$ cat config.mk
export PLATFORM = sky130hd
export DESIGN_NAME = mem_arbiter_flat
export DESIGN_NICKNAME = d
export VERILOG_FILES = /design/src/rtl/mem_arbiter_if.sv /design/src/rtl/mem_arbiter.sv /design/src/flat_wrapper.sv
export SDC_FILE = /design/constraint.sdc
export NUM_CORES = 1
export LEC_CHECK = 0
export ABC_AREA = 1
export ABC_CLOCK_PERIOD_IN_PS = 2000
export CORE_AREA = 4 4 336 338
export CTS_CLUSTER_SIZE = 10
export DETAILED_ROUTE_END_ITERATION = 10
export DIE_AREA = 0 0 340 342
export GPL_TIMING_DRIVEN = 1
export PLACE_DENSITY = 0.3
export REMOVE_ABC_BUFFERS = 1
export SYNTH_ARGS = -nofsm -noshare
export SYNTH_HDL_FRONTEND = slang
export SYNTH_SLANG_ARGS = --single-unit
$ cat constraint.sdc
create_clock -name clk -period 2 [get_ports clk]
set_clock_uncertainty 0.15 [all_clocks]
set_input_delay 0.4 -clock clk [delete_from_list [all_inputs] [get_ports clk]]
set_output_delay 0.4 -clock clk [all_outputs]
set_load 0.01 [all_outputs]
$ cat src/rtl/mem_arbiter_if.sv
// Bus bundle for mem_arbiter: I-cache port, D-cache port and memory port.
// The slave modport is the arbiter's view; master is the requesters/memory view.
interface mem_arbiter_if #(
    parameter int ADDR_W = 28,
    parameter int DATA_W = 128
);
    logic              i_read;
    logic              i_write;
    logic [ADDR_W-1:0] i_addr;
    logic [DATA_W-1:0] i_wdata;
    logic [DATA_W-1:0] i_rdata;
    logic              i_ready;

    logic              d_read;
    logic              d_write;
    logic [ADDR_W-1:0] d_addr;
    logic [DATA_W-1:0] d_wdata;
    logic [DATA_W-1:0] d_rdata;
    logic              d_ready;

    logic              mem_read;
    logic              mem_write;
    logic [ADDR_W-1:0] mem_addr;
    logic [DATA_W-1:0] mem_wdata;
    logic [DATA_W-1:0] mem_rdata;
    logic              mem_ready;

    modport slave (
        input  i_read, i_write, i_addr, i_wdata,
        output i_rdata, i_ready,
        input  d_read, d_write, d_addr, d_wdata,
        output d_rdata, d_ready,
        output mem_read, mem_write, mem_addr, mem_wdata,
        input  mem_rdata, mem_ready
    );

    modport master (
        output i_read, i_write, i_addr, i_wdata,
        input  i_rdata, i_ready,
        output d_read, d_write, d_addr, d_wdata,
        input  d_rdata, d_ready,
        input  mem_read, mem_write, mem_addr, mem_wdata,
        output mem_rdata, mem_ready
    );
endinterface

$ cat src/rtl/mem_arbiter.sv
// Two-port (I-cache / D-cache) arbiter onto a single line-wide memory port.
// Define ARB_RR_EN for round-robin arbitration; otherwise D has fixed priority over I.
module mem_arbiter #(
    parameter int ADDR_W = 28,
    parameter int DATA_W = 128
) (
    input logic          clk,
    input logic          proc_reset,
    mem_arbiter_if.slave bus
);
    typedef enum logic [1:0] {StIdle, StGntI, StGntD} state_e;
    typedef enum logic {GntI, GntD} gnt_e;

    state_e state_q, state_d;
    gnt_e   last_gnt_q, last_gnt_d;

    logic              i_pend, d_pend, d_wins;
    logic              rd, wr, i_rdy, d_rdy;
    logic [ADDR_W-1:0] addr;
    logic [DATA_W-1:0] wdata;

    assign i_pend = bus.i_read | bus.i_write;
    assign d_pend = bus.d_read | bus.d_write;

`ifdef ARB_RR_EN
    // On a tie, the requester that was not served last goes next.
    assign d_wins = d_pend & (~i_pend | (last_gnt_q == GntI));
`else
    assign d_wins = d_pend;
`endif

    always_ff @(posedge clk) begin
        if (proc_reset) begin
            state_q    <= StIdle;
            last_gnt_q <= GntI;
        end else begin
            state_q    <= state_d;
            last_gnt_q <= last_gnt_d;
        end
    end

    always_comb begin
        state_d    = state_q;
        last_gnt_d = last_gnt_q;
        rd         = 1'b0;
        wr         = 1'b0;
        addr       = '0;
        wdata      = '0;
        i_rdy      = 1'b0;
        d_rdy      = 1'b0;
        unique case (state_q)
            StIdle: begin
                if (i_pend || d_pend) begin
                    state_d = d_wins ? StGntD : StGntI;
                end
            end
            StGntI: begin
                // Write dominates a simultaneous read request.
                wr    = bus.i_write;
                rd    = bus.i_read & ~bus.i_write;
                addr  = bus.i_addr;
                wdata = bus.i_write ? bus.i_wdata : '0;
                if (bus.mem_ready) begin
                    i_rdy      = 1'b1;
                    state_d    = StIdle;
                    last_gnt_d = GntI;
                end
            end
            StGntD: begin
                wr    = bus.d_write;
                rd    = bus.d_read & ~bus.d_write;
                addr  = bus.d_addr;
                wdata = bus.d_write ? bus.d_wdata : '0;
                if (bus.mem_ready) begin
                    d_rdy      = 1'b1;
                    state_d    = StIdle;
                    last_gnt_d = GntD;
                end
            end
            default: state_d = StIdle;
        endcase
    end

    assign bus.mem_read  = rd;
    assign bus.mem_write = wr;
    assign bus.mem_addr  = addr;
    assign bus.mem_wdata = wdata;
    assign bus.i_ready   = i_rdy;
    assign bus.d_ready   = d_rdy;
    assign bus.i_rdata   = bus.mem_rdata;
    assign bus.d_rdata   = bus.mem_rdata;
endmodule
$ cat src/flat_wrapper.sv
// flat-port wrapper written by rule: the top's interface ports become plain ports
module mem_arbiter_flat 
#(
    parameter int ADDR_W = 28,
    parameter int DATA_W = 128
)
  (clk, proc_reset, bus_i_read, bus_i_write, bus_i_addr, bus_i_wdata, bus_i_rdata, bus_i_ready, bus_d_read, bus_d_write, bus_d_addr, bus_d_wdata, bus_d_rdata, bus_d_ready, bus_mem_read, bus_mem_write, bus_mem_addr, bus_mem_wdata, bus_mem_rdata, bus_mem_ready);
  mem_arbiter_if #(.ADDR_W(ADDR_W), .DATA_W(DATA_W)) bus_i ();
  input logic clk;
  input logic proc_reset;
  input wire logic [$bits(bus_i.i_read)-1:0] bus_i_read;
  input wire logic [$bits(bus_i.i_write)-1:0] bus_i_write;
  input wire logic [$bits(bus_i.i_addr)-1:0] bus_i_addr;
  input wire logic [$bits(bus_i.i_wdata)-1:0] bus_i_wdata;
  output wire logic [$bits(bus_i.i_rdata)-1:0] bus_i_rdata;
  output wire logic [$bits(bus_i.i_ready)-1:0] bus_i_ready;
  input wire logic [$bits(bus_i.d_read)-1:0] bus_d_read;
  input wire logic [$bits(bus_i.d_write)-1:0] bus_d_write;
  input wire logic [$bits(bus_i.d_addr)-1:0] bus_d_addr;
  input wire logic [$bits(bus_i.d_wdata)-1:0] bus_d_wdata;
  output wire logic [$bits(bus_i.d_rdata)-1:0] bus_d_rdata;
  output wire logic [$bits(bus_i.d_ready)-1:0] bus_d_ready;
  output wire logic [$bits(bus_i.mem_read)-1:0] bus_mem_read;
  output wire logic [$bits(bus_i.mem_write)-1:0] bus_mem_write;
  output wire logic [$bits(bus_i.mem_addr)-1:0] bus_mem_addr;
  output wire logic [$bits(bus_i.mem_wdata)-1:0] bus_mem_wdata;
  input wire logic [$bits(bus_i.mem_rdata)-1:0] bus_mem_rdata;
  input wire logic [$bits(bus_i.mem_ready)-1:0] bus_mem_ready;
  assign bus_i.i_read = bus_i_read;
  assign bus_i.i_write = bus_i_write;
  assign bus_i.i_addr = bus_i_addr;
  assign bus_i.i_wdata = bus_i_wdata;
  assign bus_i_rdata = bus_i.i_rdata;
  assign bus_i_ready = bus_i.i_ready;
  assign bus_i.d_read = bus_d_read;
  assign bus_i.d_write = bus_d_write;
  assign bus_i.d_addr = bus_d_addr;
  assign bus_i.d_wdata = bus_d_wdata;
  assign bus_d_rdata = bus_i.d_rdata;
  assign bus_d_ready = bus_i.d_ready;
  assign bus_mem_read = bus_i.mem_read;
  assign bus_mem_write = bus_i.mem_write;
  assign bus_mem_addr = bus_i.mem_addr;
  assign bus_mem_wdata = bus_i.mem_wdata;
  assign bus_i.mem_rdata = bus_mem_rdata;
  assign bus_i.mem_ready = bus_mem_ready;
  mem_arbiter #(.ADDR_W(ADDR_W), .DATA_W(DATA_W)) u_core (.clk(clk), .proc_reset(proc_reset), .bus(bus_i));
endmodule
==> impl_metrics.tcl <==
set metrics [dict create \
    yosys_warnings 0 \
    drt_wl_total_microns 101000 \
    synth.distinct_cells 13 \
    synthAdderAreaFrac 0.0103 \
    pin_count 863 \
    syn_inst 839 \
    synth.avg_cell_area_sq_um 5.81 \
    layout-drive-gt1-share 0.630 \
    largest_register_ffs 2 \
    n_fill_cell 12500 \
    fin_crit_ps 2470 \
    path_max_fanout 5 \
    synth_top_family_by_area "buffers and inverters" \
    grt_pass1_vias 8887 \
    clock_latency_ps 220 \
    fin_crit_sh 1.23 \
    synth_top_area_frac 0.441 \
    grt_pass1_wl_microns 122000 \
    clk_transition_reported_paths_ps 30 \
    synthSimpleGateAreaFrac 0.320 \
    maxCapViolCount 0 \
    initialDrtViolationCount 487 \
    fin_nets 1672 \
    setup_viol 159 \
    synthXorXnorAreaFrac 0 \
    cts.sinks 2 \
    cts_root_buffer "clkbuf_16" \
    synth_compound_area_frac 0.164 \
    fmax_mhz 405 \
    yosys-top-cells-area "buf_4, nand3_1, a21oi_1, nand2_1, buf_2" \
    drc 0 \
    dp_hpwl_microns 81500 \
    p_leak_uw 0.00469 \
    worstReg2RegStart "u_core.state_q[0]" \
    grt_antenna_before_repair 7 \
    vias 8518 \
    global_route.usage.total 0.166 \
    relSlewSlack 0.674 \
    post-place-ws_ps -759 \
    num_rows 122 \
    hp-class "register to register" \
    top_register "u_core.state_q" \
    drt-vias-per-instance 3.15 \
    crit_path_end_kind "output port" \
    synth.area.mux_share 0 \
    hold_start "u_core.state_q[0]" \
    reg2reg_depth 8 \
    ys_seq_area_frac 0.00822 \
    grt_max_degree 31 \
    die_x_microns 340 \
    reg2reg_to "u_core.state_q[1]" \
    wl_per_cell_microns 37.2 \
    crit_path_start_kind "register" \
    power_density_nw_per_um2 353 \
    netlist_area_sq_um 4870 \
    clock_path_buffers 2 \
    h-tree-depth 1 \
    start_util 0.0443 \
    hold_end "u_core.state_q[0]" \
    cp.required_ps 1450 \
    gp_congestion 0.829 \
    violations "setup timing" \
    slew_viol_final 0 \
    synth_area_leader_cell "buf_4" \
    cts_tree "done" \
    fp.coreArea_sq_um 110000 \
    ys_ff_latch 2 \
    fin_ws_ps -470 \
    overflow 0 \
    cts_buffers 3 \
    port-buffer-count 478 \
    whs_path_depth 2 \
    crit_type "register to output port" \
    fin_util 0.139 \
    outcome "finished with violations" \
    num_antenna_cells 0 \
    ir_drop_uv 239 \
    reg_top3 "u_core.state_q x2" \
    firstDrtPassIters 5 \
    ant_nets 0 \
    rsz0062_at_grt "yes" \
    r2r_slack_ps 520 \
    fp.dieH_microns 342 \
    worst_pin_slew_ps 489 \
    syn_to_final_growth_pct 214 \
    ctsHoldBuffers 0 \
    hold_viol 0 \
    arrival_ps 1920 \
    die_area_sq_um 116000 \
]
## critical path: stages, from the launching register on
cell       delay [ps]
dfxtp_2           330
inv_2              60
buf_6             120
ha_4              170
buf_4             130
buf_6             110
buf_8             130
buf_6             110
clkbuf_16         150
buf_4             130
nand3_2            60
a21oi_1            60
buf_2             130
## synth_stat cells, drive strengths merged
| cell | count |
|---|---|
| a21oi | 160 |
| buf | 323 |
| clkbuf | 14 |
| dfxtp | 2 |
| ha | 4 |
| inv | 9 |
| nand2 | 66 |
| nand3 | 258 |
| nand3b | 2 |
| nor2 | 1 |
## how the worst max path moves through the flow
stage / from / endpoint / slack (ps) / depth (start not counted)
2_1_floorplan: u_core.state_q[0] / bus_mem_wdata[0] / -2080 / 4
3_3_place_gp: u_core.state_q[0] / bus_mem_wdata[66] / -760 / 8
3_5_place_dp: u_core.state_q[0] / bus_mem_wdata[66] / -760 / 8
4_1_cts: u_core.state_q[1] / bus_mem_wdata[66] / -550 / 9
5_1_grt: u_core.state_q[1] / bus_mem_wdata[56] / -540 / 9
6_report: u_core.state_q[1] / bus_mem_wdata[103] / -470 / 12
## where the power goes
| group | switching (uW) | total, uW | internal (uW) |
|---|---|---|---|
| logic | 2420 | 5040 | 2620 |
| clock network | 48.4 | 303 | 255 |
| registers | 4.96 | 51.7 | 46.8 |
| total | 2470 | 5400 | 2920 |
## per-layer routing
layer,GRT usage,share of wire,vias to the layer above
met3,0.171,0.21,86
met4,0.0195,0.013,32
met1,0.185,0.40,4010
met2,0.214,0.36,1015
met5,0.0988,0.016,-
li1,-,-,3375
## cell families after synthesis
group / Yosys count
flip-flops: 2
AO/OA/AOI/OAI: 160
adder cells (fa/ha/maj): 4
buffers and inverters: 346
AND/OR/NAND/NOR: 327
## layout make-up
class	instances	area [sq um]	area share
Sequential cell	2	42.5	0.00278
Inverter	9	43.8	0.00286
Tap cell	1488	1860	0.122
Clock buffer	3	75.1	0.00491
Multi-Input combinational cell	491	5000	0.327
Timing Repair Buffer	714	8270	0.541
## layout by cell type (no fill, tap or decap)
cell and n:
a21oi_1 9, a21oi_2 85, a21oi_4 66, buf_12 106, buf_16 20, buf_2 69
buf_4 86, buf_6 93, buf_8 21, bufbuf_16 1, clkbuf_16 5, clkdlybuf4s50_1 316
dfxtp_2 2, ha_4 4, inv_1 5, inv_2 2, inv_4 1, inv_8 1
nand2_1 24, nand2_2 21, nand2_4 21, nand3_1 94, nand3_2 104, nand3_4 60
nand3b_1 2, nor2_1 1
## per-stage QoR
stage                     area [sq um]  cells  power [uW]  setup TNS [ps]  hold slack, ps
final                            15300   2707        5400          -51690             350
after global routing             15300   2707        5690          -63660             373
after CTS                        13900   2698        4960          -57140             360
after detailed placement         11200   2622        3020          -70420             430
after global placement           11200   2622        3020          -70950             429
after floorplan                   2480    502         729         -327400             317
## repair_timing
item | CTS | global route
pin swaps | 111 | 104
setup buffers | 80 | 36
gates cloned | 18 | 2
endpoints found under the setup margin | 160 | 160
gates resized for setup | 758 | 295
(Power assumes the default switching activity.)
